**src/rtl/riscv_pipe_pkg.sv**
```systemverilog
// Shared types and constants for the RV32I fetch front end.
package riscv_pipe_pkg;

    localparam int unsigned XLEN = 32;
    localparam logic [XLEN-1:0] INST_BUBBLE  = 32'h0000_0000;
    localparam logic [XLEN-1:0] RESET_PC_DEF = 32'h0000_0000;

    // REQ: may issue a fetch; WAIT: one fetch in flight;
    // DROP: the in-flight fetch was killed by a redirect and its word is discarded.
    typedef enum logic [1:0] {
        REQ  = 2'd0,
        WAIT = 2'd1,
        DROP = 2'd2
    } fetch_state_e;

    typedef struct packed {
        logic [XLEN-1:0] pc;
        logic [XLEN-1:0] pc_add4;
        logic [XLEN-1:0] inst;
    } fetch_entry_t;

    function automatic logic [XLEN-1:0] word_align(input logic [XLEN-1:0] addr);
        return {addr[XLEN-1:2], 2'b00};
    endfunction

endpackage

```
**src/rtl/fetch_fifo.sv**
```systemverilog
// Two-entry queue of fetched instructions; clear has priority over push.
module fetch_fifo
    import riscv_pipe_pkg::*;
(
    input  logic         clk,
    input  logic         rst,
    input  logic         push,
    input  logic         pop,
    input  logic         clear,
    input  fetch_entry_t push_data,
    output logic         full,
    output logic         empty,
    output logic [1:0]   count,
    output fetch_entry_t head
);

    fetch_entry_t mem_q [2];
    logic         rd_ptr_q;
    logic         wr_ptr_q;
    logic [1:0]   count_q;
    logic         do_push;
    logic         do_pop;

    // A push on a full queue is accepted only when the head leaves in the same cycle.
    assign do_pop  = pop && (count_q != 2'd0);
    assign do_push = push && ((count_q != 2'd2) || do_pop);

    // Storage, pointers and occupancy.
    always_ff @(posedge clk or posedge rst) begin
        if (rst) begin
            rd_ptr_q <= 1'b0;
            wr_ptr_q <= 1'b0;
            count_q  <= 2'd0;
            mem_q[0] <= '0;
            mem_q[1] <= '0;
        end else if (clear) begin
            rd_ptr_q <= 1'b0;
            wr_ptr_q <= 1'b0;
            count_q  <= 2'd0;
        end else begin
            if (do_push) begin
                mem_q[wr_ptr_q] <= push_data;
                wr_ptr_q        <= ~wr_ptr_q;
            end
            if (do_pop) begin
                rd_ptr_q <= ~rd_ptr_q;
            end
            count_q <= count_q + {1'b0, do_push} - {1'b0, do_pop};
        end
    end

    assign full  = (count_q == 2'd2);
    assign empty = (count_q == 2'd0);
    assign count = count_q;
    assign head  = empty ? '{pc: '0, pc_add4: '0, inst: INST_BUBBLE} : mem_q[rd_ptr_q];

endmodule

```
**src/rtl/if_fetch_stage.sv**
```systemverilog
// Instruction fetch stage: owns the fetch PC, talks to imem, feeds IF/ID.
module if_fetch_stage #(
    parameter int unsigned XLEN     = 32,
    parameter logic [31:0] RESET_PC = riscv_pipe_pkg::RESET_PC_DEF
) (
    input  logic            clk,
    input  logic            reset,
    input  logic            stall,
    input  logic            redirect,
    input  logic [XLEN-1:0] redirectPc,
    output logic            imemReq,
    output logic [XLEN-1:0] imemAddr,
    input  logic            imemGnt,
    input  logic            imemRvalid,
    input  logic [XLEN-1:0] imemRdata,
    output logic [XLEN-1:0] pc,
    output logic [XLEN-1:0] pcAdd4,
    output logic [XLEN-1:0] inst,
    output logic            instValid,
    output logic            flushOut
);

    riscv_pipe_pkg::fetch_state_e state_q, state_d;
    logic [XLEN-1:0] fetch_pc_q, fetch_pc_d;
    logic [XLEN-1:0] req_addr_q, req_addr_d;

    logic       push;
    logic       pop;
    logic       fifo_full;
    logic       fifo_empty;
    logic [1:0] fifo_count;
    logic [2:0] occupancy;
    logic       can_issue;
    logic       granted;
    riscv_pipe_pkg::fetch_entry_t push_entry;
    riscv_pipe_pkg::fetch_entry_t head;

    assign pop  = instValid & ~stall & ~redirect;
    assign push = (state_q == riscv_pipe_pkg::WAIT) & imemRvalid & ~redirect;

    // Credit counts the in-flight word as already queued and lets a departing
    // head free its slot early so a 1-cycle memory sustains one fetch per cycle.
    // Redirect does not withdraw that credit: the queue is cleared anyway.
    assign occupancy = {1'b0, fifo_count}
                     + {2'b00, state_q == riscv_pipe_pkg::WAIT}
                     - {2'b00, instValid & ~stall};

    // A returning (non-killed) response frees the port for a back-to-back request.
    assign can_issue = (state_q == riscv_pipe_pkg::REQ)
                     | ((state_q != riscv_pipe_pkg::REQ) & imemRvalid & ~redirect);

    assign imemReq  = ~reset & can_issue & (occupancy < 3'd2);
    assign imemAddr = fetch_pc_q;
    assign granted  = imemReq & imemGnt;

    // Request FSM next state and fetch/request address bookkeeping.
    always_comb begin
        state_d    = state_q;
        fetch_pc_d = fetch_pc_q;
        req_addr_d = req_addr_q;
        if (granted) begin
            fetch_pc_d = fetch_pc_q + XLEN'(4);
            req_addr_d = fetch_pc_q;
        end
        case (state_q)
            riscv_pipe_pkg::REQ: begin
                if (granted) begin
                    state_d = redirect ? riscv_pipe_pkg::DROP : riscv_pipe_pkg::WAIT;
                end
            end
            riscv_pipe_pkg::WAIT: begin
                if (imemRvalid) begin
                    state_d = granted ? riscv_pipe_pkg::WAIT : riscv_pipe_pkg::REQ;
                end else if (redirect) begin
                    state_d = riscv_pipe_pkg::DROP;
                end
            end
            riscv_pipe_pkg::DROP: begin
                if (imemRvalid) begin
                    state_d = granted ? riscv_pipe_pkg::WAIT : riscv_pipe_pkg::REQ;
                end
            end
            default: state_d = riscv_pipe_pkg::REQ;
        endcase
        if (redirect) begin
            fetch_pc_d = riscv_pipe_pkg::word_align(redirectPc);
        end
    end

    // State and address registers.
    always_ff @(posedge clk or posedge reset) begin
        if (reset) begin
            state_q    <= riscv_pipe_pkg::REQ;
            fetch_pc_q <= RESET_PC;
            req_addr_q <= RESET_PC;
        end else begin
            state_q    <= state_d;
            fetch_pc_q <= fetch_pc_d;
            req_addr_q <= req_addr_d;
        end
    end

    assign push_entry = '{pc: req_addr_q, pc_add4: req_addr_q + XLEN'(4), inst: imemRdata};

    fetch_fifo u_fifo (
        .clk       (clk),
        .rst       (reset),
        .push      (push),
        .pop       (pop),
        .clear     (redirect),
        .push_data (push_entry),
        .full      (fifo_full),
        .empty     (fifo_empty),
        .count     (fifo_count),
        .head      (head)
    );

    // Credit accounting must never let a word arrive with nowhere to go.
    a_no_overflow: assert property (@(posedge clk) disable iff (reset)
        push |-> (!fifo_full || pop));

    assign pc        = head.pc;
    assign pcAdd4    = head.pc_add4;
    assign inst      = head.inst;
    assign instValid = ~fifo_empty;
    assign flushOut  = redirect | (~instValid & ~stall);

endmodule
```
**config.mk**
```make
export PLATFORM = sky130hd
export DESIGN_NAME = if_fetch_stage
export DESIGN_NICKNAME = d
export VERILOG_FILES = /design/src/rtl/riscv_pipe_pkg.sv /design/src/rtl/fetch_fifo.sv /design/src/rtl/if_fetch_stage.sv
export SDC_FILE = /design/constraint.sdc
export NUM_CORES = 1
export LEC_CHECK = 0
export BUFFER_PORTS_ARGS = -buffer_cell sky130_fd_sc_hd__buf_4
export CORE_MARGIN = 2
export CORE_UTILIZATION = 61
export DETAILED_ROUTE_END_ITERATION = 8
export GPL_ROUTABILITY_DRIVEN = 0
export GPL_TIMING_DRIVEN = 0
export HOLD_SLACK_MARGIN = 0.08
export PLACE_DENSITY = 0.84
export SLEW_MARGIN = 0
export SYNTH_ARGS = -nofsm -noshare
export SYNTH_HDL_FRONTEND = slang
export SYNTH_SLANG_ARGS = --single-unit
```
**constraint.sdc**
```tcl
create_clock -name clk -period 16.7 [get_ports clk]
set_input_delay 0.835 -clock clk [delete_from_list [all_inputs] [get_ports clk]]
set_output_delay 0.835 -clock clk [all_outputs]
set_load 0.05 [all_outputs]
```
# Word level (Yosys, flattened, before mapping)
# Index checks and enable logic that the tools add are counted.
# word_totals
ff_bits	262
latch_bits	0
ram_bits	0
rom_bits	0
input_bits	70
memories	0
# op_classes
addsub	6
mul	0
n_div	0
order_cmp	4
eq_ne	6
shifts	0
mux	21
bitwise	20
n_reduce_logical	13
# op_table
cell	n
$mux W96	5
$bwmux W192	1
$demux W96 S1	1
$add A32 B3 Y32 const B	2
$mux W32	2
$mux W2	6
$and A1 B1 Y1	10
$reduce_bool A2 Y1	5
$ne A2 B2 Y1 const B	3
$not A1 Y1	6
$pmux W2 S3	1
$mux W1	5
$ge A2 B2 Y1 const B	2
$logic_not A2 Y1	2
$not A1 Y2	2
$add A2 B1 Y3	1
$logic_and A1 B1 Y1	3
$lt A3 B2 Y1 const B	1
$ne A3 B3 Y1 const B	1
$reduce_and A3 Y1	1
$sub A3 B1 Y3	1
$add A2 B1 Y2	1
$eq A2 B1 Y1 const B	1
$eq A2 B2 Y1 const B	1
5 further kinds	6

# Logic depth before layout (Yosys ltp)
# Gate-level depths: netlist of the first run.
# logic_depth
word_depth	10
mapped_depth	13
mapped_depth_nobuf	10

# Hierarchy
# A second synthesis of the first run with hierarchy kept.
# unflattened
cells_unflattened	1071
hier_area_um2	12492.0
# by_module_without_submodules
mod	n_inst	cells_each	area_per_inst_um2	seq_area_each_um2
fetch_fifo	1	644	8902.3	4904.7
if_fetch_stage	1	427	3589.7	1551.5

# Least setup slack after synthesis of the first run
# No wires, ideal clock.
# synth_path
kind	input to output
startpoint	in reset
endpoint	out imemReq
t_arrival_ns	7.030
t_required_ns	15.865
path_slack_ns	8.835
cell_stages	2
cell_sequence	inv_1 > o2111a_1
# synth_between
elab_chain_cells	3
# synth_rtl
element	line	rtl
start: declaration	if_fetch_stage.sv:7	input logic reset,
$not A1 Y1	if_fetch_stage.sv:52	assign imemReq = ~reset & can_issue & (occupancy < 3'd2);
$and A1 B1 Y1 (2 in a row)	if_fetch_stage.sv:52	
end: declaration	if_fetch_stage.sv:11	output logic imemReq,
# Every way passes these cells.

# Worst setup path in the final report of the first run
# layout_path
startpoint	reg u_fifo.count_q[1] (netlist: u_fifo.count[1])
endpoint	out imemReq
# layout_between
elab_chain_cells	6
elab_cells_between_ends	7
# layout_rtl
element	line	rtl
start: declaration	fetch_fifo.sv:20	logic [1:0] count_q;
start signal: assignment	fetch_fifo.sv:48	count_q <= count_q + {1'b0, do_push} - {1'b0, do_pop};
parallel branches: the longest is 3 deep, another holds $add A2 B1 Y3	--	
$sub A3 B1 Y3 (*)	if_fetch_stage.sv:46	- {2'b00, instValid & ~stall};
$lt A3 B2 Y1 (*)	if_fetch_stage.sv:52	
$and A1 B1 Y1 (*)	if_fetch_stage.sv:52	
# Every way passes the cells marked *.

==> results of run 1 <==
metrics by stage:
| stage | std cells | power [mW] | util [%] | setup slack, ps |
|---|---|---|---|---|
| floorplan | 1255 | 1.17 | - | 8840 |
| global placement | 1712 | 1.30 | 71.0 | 6600 |
| detailed placement | 1714 | 1.32 | 71.3 | 12650 |
| CTS | 1761 | 1.92 | 75.8 | 12290 |
| global route | 1761 | 2.02 | 75.8 | 12150 |
| finish | 1761 | 1.92 | 75.8 | 12280 |
flip-flops by register name, indices dropped and copies added, names as in the netlist:
register,count
u_fifo.rd_ptr_q,1
u_fifo.count,2
imemAddr,30
req_addr_q,30
state_q,2
u_fifo.wr_ptr_q,1
u_fifo.mem_q,184
placed cells by master (no fill, tap or decap), types with 4 or more instances in the layout:
cell type	instances
a31oi_1	5
and2_1	7
and3_1	10
buf_1	12
buf_2	13
buf_4	199
clkbuf_1	61
clkbuf_16	27
clkbuf_8	4
clkinv_2	6
conb_1	6
dfrtp_1	250
ha_1	5
inv_1	11
mux2_1	20
mux2_2	45
mux2i_1	93
nand2_1	357
nand3_1	24
nand4_1	25
nor2_1	107
nor3_1	5
nor4_1	5
o21ai_0	42
o21ai_1	53
or3_1	5
xnor2_1	16
xor2_1	40
power breakdown:
part / leakage, nW / switching [mW] / internal, mW / total (mW)
logic: 3.31 / 0.282 / 0.166 / 0.448
registers: 3.28 / 0.123 / 0.755 / 0.878
clock network: 0.435 / 0.234 / 0.359 / 0.594
worst reg2reg max path, cell delays in order, from the launching register on:
cell	delay, ps
dfrtp_1	470
nor2_1	480
nor2_1	150
ha_1	300
or2_2	300
fa_1	550
and3b_1	170
clkbuf_1	230
o211a_1	270
buf_2	250
buf_2	290
o21ai_0	180
a211oi_1	280
a21oi_1	60
kinds of logic (layout without fill, tap and decap cells):
| kind of cell | after synthesis | count (layout) | synth area share, % |
|---|---|---|---|
| and+or+nand+nor | 565 | 565 | 20.1 |
| DFF | 250 | 250 | 52.5 |
| muxes | 158 | 158 | 13.9 |
| AOI/OAI and AO/OA | 113 | 113 | 5.12 |
| buffers and inverters | 101 | 342 | 3.54 |
| xor gates and xnor gates | 56 | 56 | 4.11 |
| adders and majority gates | 6 | 6 | 0.692 |
| other | 1 | 6 | 0.0314 |
cell type report:
class	count	area, µm²	share of cell area, %
clock inverters	10	128	0.870
flip-flops and latches	250	6260	42.7
inverters	14	60.1	0.410
plain buffers	87	369	2.52
well taps	265	332	2.26
multi-input cells	904	5270	35.9
clock buffers	37	753	5.14
repair buffers	194	1500	10.2
routing by layer:
layer | vias up | track usage (%) | routed length, µm | share of wire (%)
met3 | 80 | 4.37 | 2210 | 7.0
met4 | 0 | 13.0 | 1200 | 3.8
met5 | - | 0 | 0 | 0
met2 | 411 | 51.2 | 15000 | 48
li1 | 4589 | - | - | -
met1 | 4836 | 42.9 | 13000 | 41
worst paths after layout:
| check | startpoint | endpoint | slack [ps] | cells past startpoint |
|---|---|---|---|---|
| max in group asynchronous | reset | u_fifo.mem_q[53] | 15100 | 4 |
| worst max register to register | u_fifo.count[1] | imemAddr[7] | 12590 | 13 |
| worst max-delay path | u_fifo.count[1] | imemReq | 12280 | 8 |
| worst min-delay path | reset | u_fifo.mem_q[4] | 340 | 2 |
| min in group clk | u_fifo.mem_q[99] | u_fifo.mem_q[99] | 470 | 2 |
| worst min register to register | u_fifo.mem_q[99] | u_fifo.mem_q[99] | 470 | 2 |
==> impl_metrics.yaml, run 1 <==
status:
  outcome: "finished clean"
yosys:
  synth_top_cells_by_area: "dfrtp_1, nand2_1, mux2i_1"
  ys_ff_latch: 250
  async_flop_share_pct: 100
  yosysMostFrequentCell: "nand2_1"
  synth_top_area_share_pct: 52.5
  synth_edf_count: 0
  netlist_area_mm2: 0.0119
  dominantRegCellSynth: "dfrtp_1"
  synth_area_per_cell_um2: 9.54
  synth_common_cells: "nand2_1, dfrtp_1, nor2_1"
  yosys_warnings: 0
  synth_cell_types: 48
  synth.largest_area_cell: "dfrtp_1"
  ys_seq_area_share_pct: 52.5
  synth_cells: 1250
routing:
  first_pass_iters: 6
  wl_per_cell_um: 17.9
  post-route-drc-count: 0
  viasPerCell: 5.63
  detail-route-antenna-nets: 0
  drtIter0Drc: 671
  wl_um: 31500
  via_count: 9916
critical_path:
  crit_path_top_delay_cell: "xnor2_1"
  end_kind: "output pin"
  cpPeakStageDelay_ps: 480
  arrival_ps: 3590
  cp.required_ps: 15870
  worst-setup-path-type: "reg -> out"
  critPathBufInv: 1
  crit_path_max_fanout: 7
  worstPathCellList: "nor2_1 > nor2_1 > ha_1 > or2_2 > fa_1 > xnor2_1 > o2111a_1 > buf_4"
  critical-path-top-delay-family: "simple AND/OR/NAND/NOR gates"
  critPathLaunchType: "register"
  cpMostUsedCell: "nor2_1"
floorplanning:
  rows: 51
  boundaryPins: 201
  coreArea_mm2: 0.0193
  die_x_um: 144
  die_h_um: 144
  die_area_mm2: 0.0207
  initial_core_util_pct: 61.7
global_routing:
  grt_usage_pct: 31.5
  grt-ovfl-total: 0
  grt_pass1_vias: 9886
  grt_max_degree: 97
  grt_pass1_wl_um: 51000
  antenna_found_initial: 0
sta:
  rsz0062_at_grt: "no"
  fin_crit_sh_pct: 26.5
  finalClockSkew_ps: 10.2
  tightest_slew_ps: 1010
  drv_slew: 0
  setup_tns_ps: 0
  final_hold_viol_count: 0
  maxSlewHeadroom_pct: 32.9
  hold_ws_ps: 339
  setup_viol: 0
  fin_crit_ps: 4420
  max_freq_mhz: 226
cts:
  cts_setup_buffers: 0
  post_cts_resized: 0
  cts_max_level: 1
  cts.clk_slew.worst_paths_ps: 60
  clockBufferDepth: 3
  clock_latency_ps: 530
  cts_inserted_buffers: 26
  cts.sink_count: 250
  cts_tree: "done"
  hold_buffers: 0
  cts-root-buf: "clkbuf_16"
final_layout:
  area_growth_pct: 22.9
  nFillCells: 1307
  fin_area_mm2: 0.0147
  nets: 1553
  n_antenna_cell: 0
  drive_above_1_share_pct: 20.8
placement:
  dpl_cell_area_mm2: 0.0138
  portBuffers: 192
  dp_hpwl_um: 22200
pwr:
  vdd_drop_max_uv: 88.5
  leakagePower_nw: 7.02
  p_per_area_mw_per_mm2: 131
hold_path:
  hp-class: "in -> async"
flow_run:
  cap_viol_max_count: 0
Note: power is estimated with default switching activity, not from simulation.
==> run 2, diff against run 1 <==
Settings changed: CORE_UTILIZATION 61 to 51, PLACE_DENSITY 0.84 to 0.74.
Clock period 16.7 ns to 3.8 ns, I/O delays scaled along.
==> run 2 against run 1 <==
Effect of this change:
- global-route usage is 4.8 points lower
- clock power grew to 4.3 times the previous value
- register-to-register slack worse by 12000 ps
- count of clock-buffer cells in the layout is 3 higher
- cell count is 6.8% higher
- largest cell class unchanged
- sequential share of layout area is 2.2 points lower
- clock skew is 2.8 ps lower
- critical path depth is 5 higher
==> impl_metrics.yaml, run 2 (synthesis results as in run 1) <==
sta:
  maxSlewHeadroom_pct: 32.2
  fin_crit_sh_pct: 93.8
  rsz0062_at_grt: "no"
  finalClockSkew_ps: 7.42
  setup_viol: 0
  fin_ws_ps: 236
  final_hold_viol_count: 0
  max_freq_mhz: 281
  tightest_slew_ps: 1020
  fin_crit_ps: 3560
  drv_slew: 0
  setup_tns_ps: 0
global_routing:
  gr-usage-met1_pct: 36.7
  top_usage_layer: "met2"
  grt_use_met3_pct: 3.36
  grt_usage_pct: 26.7
  grt_max_degree: 46
  grt-ovfl-total: 0
  use_met2_pct: 44.0
  grt_pass1_wl_um: 52100
  antenna_found_initial: 0
  grt_pass1_vias: 10081
routing:
  viasPerCell: 5.28
  wl_um: 32200
  first_pass_iters: 5
  drtIter0Drc: 598
  post-route-drc-count: 0
  wl_per_cell_um: 17.1
  detail-route-antenna-nets: 0
  via_count: 9920
pwr:
  leakagePower_nw: 7.33
  pwr-share-seq_pct: 45.7
  p_per_area_mw_per_mm2: 545
  switching_power_mw: 2.80
  intPower_mw: 5.63
  total_power_mw: 8.43
  vdd_drop_max_uv: 330
  clock_power_share_pct: 30.0
  comb_power_share_pct: 24.2
  swShare_pct: 33.2
floorplanning:
  die_h_um: 157
  die_area_mm2: 0.0246
  die_x_um: 157
  initial_core_util_pct: 52.4
  boundaryPins: 201
  coreArea_mm2: 0.0228
  rows: 55
final_layout:
  regMostFlops: "u_fifo.mem_q"
  layout_common_cells: "nand2_1, dfrtp_1, buf_4"
  nets: 1625
  register_area_mm2: 0.00626
  n_antenna_cell: 0
  multiInputGateArea_mm2: 0.00528
  largest_register_ffs: 184
  drive_above_1_share_pct: 20.2
  area_growth_pct: 29.7
  layout_commonest_cell: "nand2_1"
  nFillCells: 1720
critical_path:
  crit_end: "imemAddr[7]"
  cp.required_ps: 4180
  r2r_start: "u_fifo.count[1]"
  startpoint: "u_fifo.count[1]"
  reg2reg_slack_ps: 240
  r2r_cells: 13
  r2r_end: "imemAddr[7]"
  critPathLaunchType: "register"
  arrival_ps: 3950
  end_kind: "register"
  worst-setup-path-type: "reg -> reg"
  crit_path_max_fanout: 10
cts:
  clockBufferDepth: 3
  cts.clk_slew.worst_paths_ps: 60
  cts_max_level: 1
  cts_tree: "done"
  cts.sink_count: 250
  clock_latency_ps: 520
  cts-root-buf: "clkbuf_16"
  cts_inserted_buffers: 26
placement:
  dp_hpwl_um: 22700
  portBuffers: 192
  preCtsSetupSlack_ps: -230
status:
  outcome: "finished clean"
flow_run:
  cap_viol_max_count: 0
hold_path:
  hp-class: "in -> async"
==> run 2: stage by stage <==
stage / util [%] / hold WS (ps) / cells / cell area, µm²
global route: 67.9 / 341 / 1880 / 15500
floorplan: - / 295 / 1255 / 11900
detailed placement: 61.2 / 304 / 1767 / 13900
global placement: 60.5 / 390 / 1760 / 13800
CTS: 67.8 / 314 / 1879 / 15500
finish: 67.9 / 306 / 1880 / 15500
==> run 2: worst min-delay path by stage <==
stage | to | slack [ps]
after CTS | imemAddr[19] | 310
after global placement | u_fifo.mem_q[109] | 390
after global routing | imemAddr[17] | 340
after detailed placement | imemAddr[3] | 300
after floorplan | u_fifo.mem_q[100] | 300
final | imemAddr[3] | 310
==> run 2: what timing repair did <==
action | CTS | global route
hold endpoints to repair | 120 | 0
pin swaps | 0 | 1
setup endpoints to repair | 41 | 39
gates resized for setup | 2 | 2
hold buffers | 66 | 0
setup buffers | 0 | 1
gates cloned | 0 | 0
==> run 2: power by group through the flow <==
stage          logic (mW)  clock network (mW)  registers (mW)
6_report             2.05                2.53            3.86
5_1_grt              2.29                2.67            3.93
4_1_cts              2.05                2.56            3.84
3_5_place_dp         1.97                   0            3.88
3_3_place_gp         1.90                   0            3.84
2_1_floorplan        1.32                   0            3.82
==> run 2: area by class of cell <==
cell class                 count  share of cell area, %
sequential                   250                   40.5
multi-input combinational    904                   34.2
timing repair buffer         266                   14.6
clock buffer                  40                   5.01
tap                          313                   2.53
buffer                        87                   2.39
clock inverter                 6                  0.518
inverter                      14                  0.364
==> run 2: critical path, stage by stage (launching register included) <==
cell and delay [ps]:
dfrtp_2 470, nor2_4 50, nor2_1 170, ha_1 250
or2_2 300, fa_1 530, and3b_1 170, clkbuf_1 270
o211a_1 270, buf_2 240, buf_2 290, o21ai_0 120
a211oi_1 240, a21oi_1 60
==> run 2: per-layer routing <==
layer | wire length, µm | up-vias
met1 | 14100 | 4807
met4 | 912 | 0
met2 | 15400 | 326
li1 | - | 4725
met3 | 1830 | 62
met5 | 0 | -
==> run 3, diff against run 2 <==
--- a/config.mk
+++ b/config.mk
@@ -8,10 +8,11 @@
 export BUFFER_PORTS_ARGS = -buffer_cell sky130_fd_sc_hd__buf_4
 export CORE_MARGIN = 2
-export CORE_UTILIZATION = 51
+export CORE_UTILIZATION = 61
+export CTS_CLUSTER_DIAMETER = 120
 export DETAILED_ROUTE_END_ITERATION = 8
 export GPL_ROUTABILITY_DRIVEN = 0
 export GPL_TIMING_DRIVEN = 0
 export HOLD_SLACK_MARGIN = 0.08
-export PLACE_DENSITY = 0.74
+export PLACE_DENSITY = 0.84
 export SLEW_MARGIN = 0
 export SYNTH_ARGS = -nofsm -noshare
==> constraint.sdc (replaced) <==
create_clock -name clk -period 4.48 [get_ports clk]
set_input_delay 0.448 -clock clk [delete_from_list [all_inputs] [get_ports clk]]
set_output_delay 0.448 -clock clk [all_outputs]
set_load 0.05 [all_outputs]
==> run 3 against run 2 <==
Effect of this change:
- critical path depth stayed put
- sequential share of layout area rose by 2.0 points
- design area is 4.8% lower
- cell count is 6.1% lower
- combinational power down 16%
- first-iteration DRC count increased by 12%
- die area is 16% lower
- fmax fell by 12%
- via count grew 1.2%
- worst hold slack worse by 190 ps
- non-clock buffer count down 68
- sequential power decreased by 15%
- critical path type unchanged
- critical endpoint unchanged
==> impl_metrics.yaml, run 3 (synthesis results as in run 1) <==
status:
  outcome: "finished clean"
final_layout:
  regMostFlops: "u_fifo.mem_q"
  n_antenna_cell: 0
  area_growth_pct: 23.4
  drive_above_1_share_pct: 21.1
  nFillCells: 1292
  fin_area_mm2: 0.0147
  largest_register_ffs: 184
  layout_commonest_cell: "nand2_1"
  layout_common_cells: "nand2_1, dfrtp_1, buf_4"
  nets: 1557
critical_path:
  crit_end: "imemAddr[7]"
  r2r_cells: 13
  reg2reg_slack_ps: 420
  arrival_ps: 4440
  worst-setup-path-type: "reg -> reg"
  startpoint: "u_fifo.count[1]"
  cp.required_ps: 4860
  r2r_end: "imemAddr[7]"
  r2r_start: "u_fifo.count[1]"
  end_kind: "register"
  crit_path_max_fanout: 10
  critPathLaunchType: "register"
floorplanning:
  coreArea_mm2: 0.0193
  die_h_um: 144
  boundaryPins: 201
  initial_core_util_pct: 61.7
  die_area_mm2: 0.0207
  die_x_um: 144
  rows: 51
cts:
  cts.sink_count: 250
  hold_buffers: 0
  post_cts_resized: 0
  clockBufferDepth: 3
  clock_latency_ps: 520
  cts_tree: "done"
  cts_setup_buffers: 0
  cts.clk_slew.worst_paths_ps: 60
  cts-root-buf: "clkbuf_16"
  cts_inserted_buffers: 26
  cts_max_level: 1
routing:
  detail-route-antenna-nets: 0
  first_pass_iters: 6
  drtIter0Drc: 667
  wl_per_cell_um: 18.2
  via_count: 10035
  wl_um: 32200
  post-route-drc-count: 0
  viasPerCell: 5.68
sta:
  rsz0062_at_grt: "no"
  fin_crit_sh_pct: 90.7
  fin_ws_ps: 418
  max_freq_mhz: 246
  setup_viol: 0
  finalClockSkew_ps: 8.57
  tightest_slew_ps: 1000
  maxSlewHeadroom_pct: 33.3
  fin_crit_ps: 4060
  drv_slew: 0
  final_hold_viol_count: 0
hold_path:
  hp-class: "in -> async"
placement:
  preCtsSetupSlack_ps: 541
  dpl_cell_area_mm2: 0.0138
  portBuffers: 192
  dp_hpwl_um: 22500
global_routing:
  grt_pass1_wl_um: 50800
  antenna_found_initial: 0
  grt_usage_pct: 31.4
  grt_max_degree: 45
  grt-ovfl-total: 0
  grt_pass1_vias: 9920
pwr:
  vdd_drop_max_uv: 343
  p_per_area_mw_per_mm2: 487
  leakagePower_nw: 7.04
  total_power_mw: 7.17
flow_run:
  cap_viol_max_count: 0
==> run 3: cell types whose count changed in the layout (fill, tap and decap cells not counted), moves of 2 or more <==
cell	previous run	this run
dlygate4sd3_1	66	0
clkbuf_1	63	60
clkinvlp_4	1	4
clkinv_2	4	6
==> run 3: how the worst min path moves through the flow <==
stage | startpoint | to | slack (ps)
after floorplan | u_fifo.mem_q[100] | u_fifo.mem_q[100] | 440
after global placement | u_fifo.mem_q[127] | u_fifo.mem_q[127] | 460
after detailed placement | u_fifo.mem_q[116] | u_fifo.mem_q[116] | 460
after CTS | reset | state_q[0] | 120
after global routing | imemRdata[6] | u_fifo.mem_q[102] | 130
final | reset | state_q[0] | 110
==> run 3: stage by stage <==
step           hold slack, ps  setup TNS, ps  std cells  utilization (%)
3_5_place_dp              462              0       1718             71.6
4_1_cts                   118              0       1766             76.1
2_1_floorplan             445           -795       1255                -
6_report                  113              0       1766             76.1
3_3_place_gp              456        -138030       1712             71.0
5_1_grt                   128              0       1766             76.1
==> run 3: power by group <==
group          switching [mW]  internal (mW)  total [mW]
Clock                   0.881           1.29        2.17
Sequential              0.472           2.82        3.29
Combinational            1.09          0.626        1.72
==> run 3: final cells by class <==
cell class | count | area (µm²) | share of cell area, %
buffer | 87 | 369 | 2.51
clock buffer | 36 | 749 | 5.09
clock inverter | 12 | 121 | 0.824
inverter | 14 | 56.3 | 0.382
multi-input combinational | 904 | 5270 | 35.8
sequential | 250 | 6260 | 42.5
tap | 265 | 332 | 2.25
timing repair buffer | 198 | 1570 | 10.7
==> run 3: worst max-delay path, cell delays in order (launching register included) <==
cell      delay, ps
dfrtp_1         450
nor2_1          520
nor2_1          140
ha_1            290
or2_2           300
fa_1            530
and3b_1         170
clkbuf_1        230
o211a_1         280
buf_2           250
buf_2           290
o21ai_0         130
a211oi_1        270
a21oi_1          60
==> run 3: per-layer routing <==
metal | wire (µm) | part of all wire (%) | track usage (%)
met5 | 0 | 0 | 0
met4 | 1120 | 3.5 | 12.2
met3 | 2250 | 7.0 | 3.87
met2 | 15900 | 49 | 52.0
met1 | 12900 | 40 | 42.5
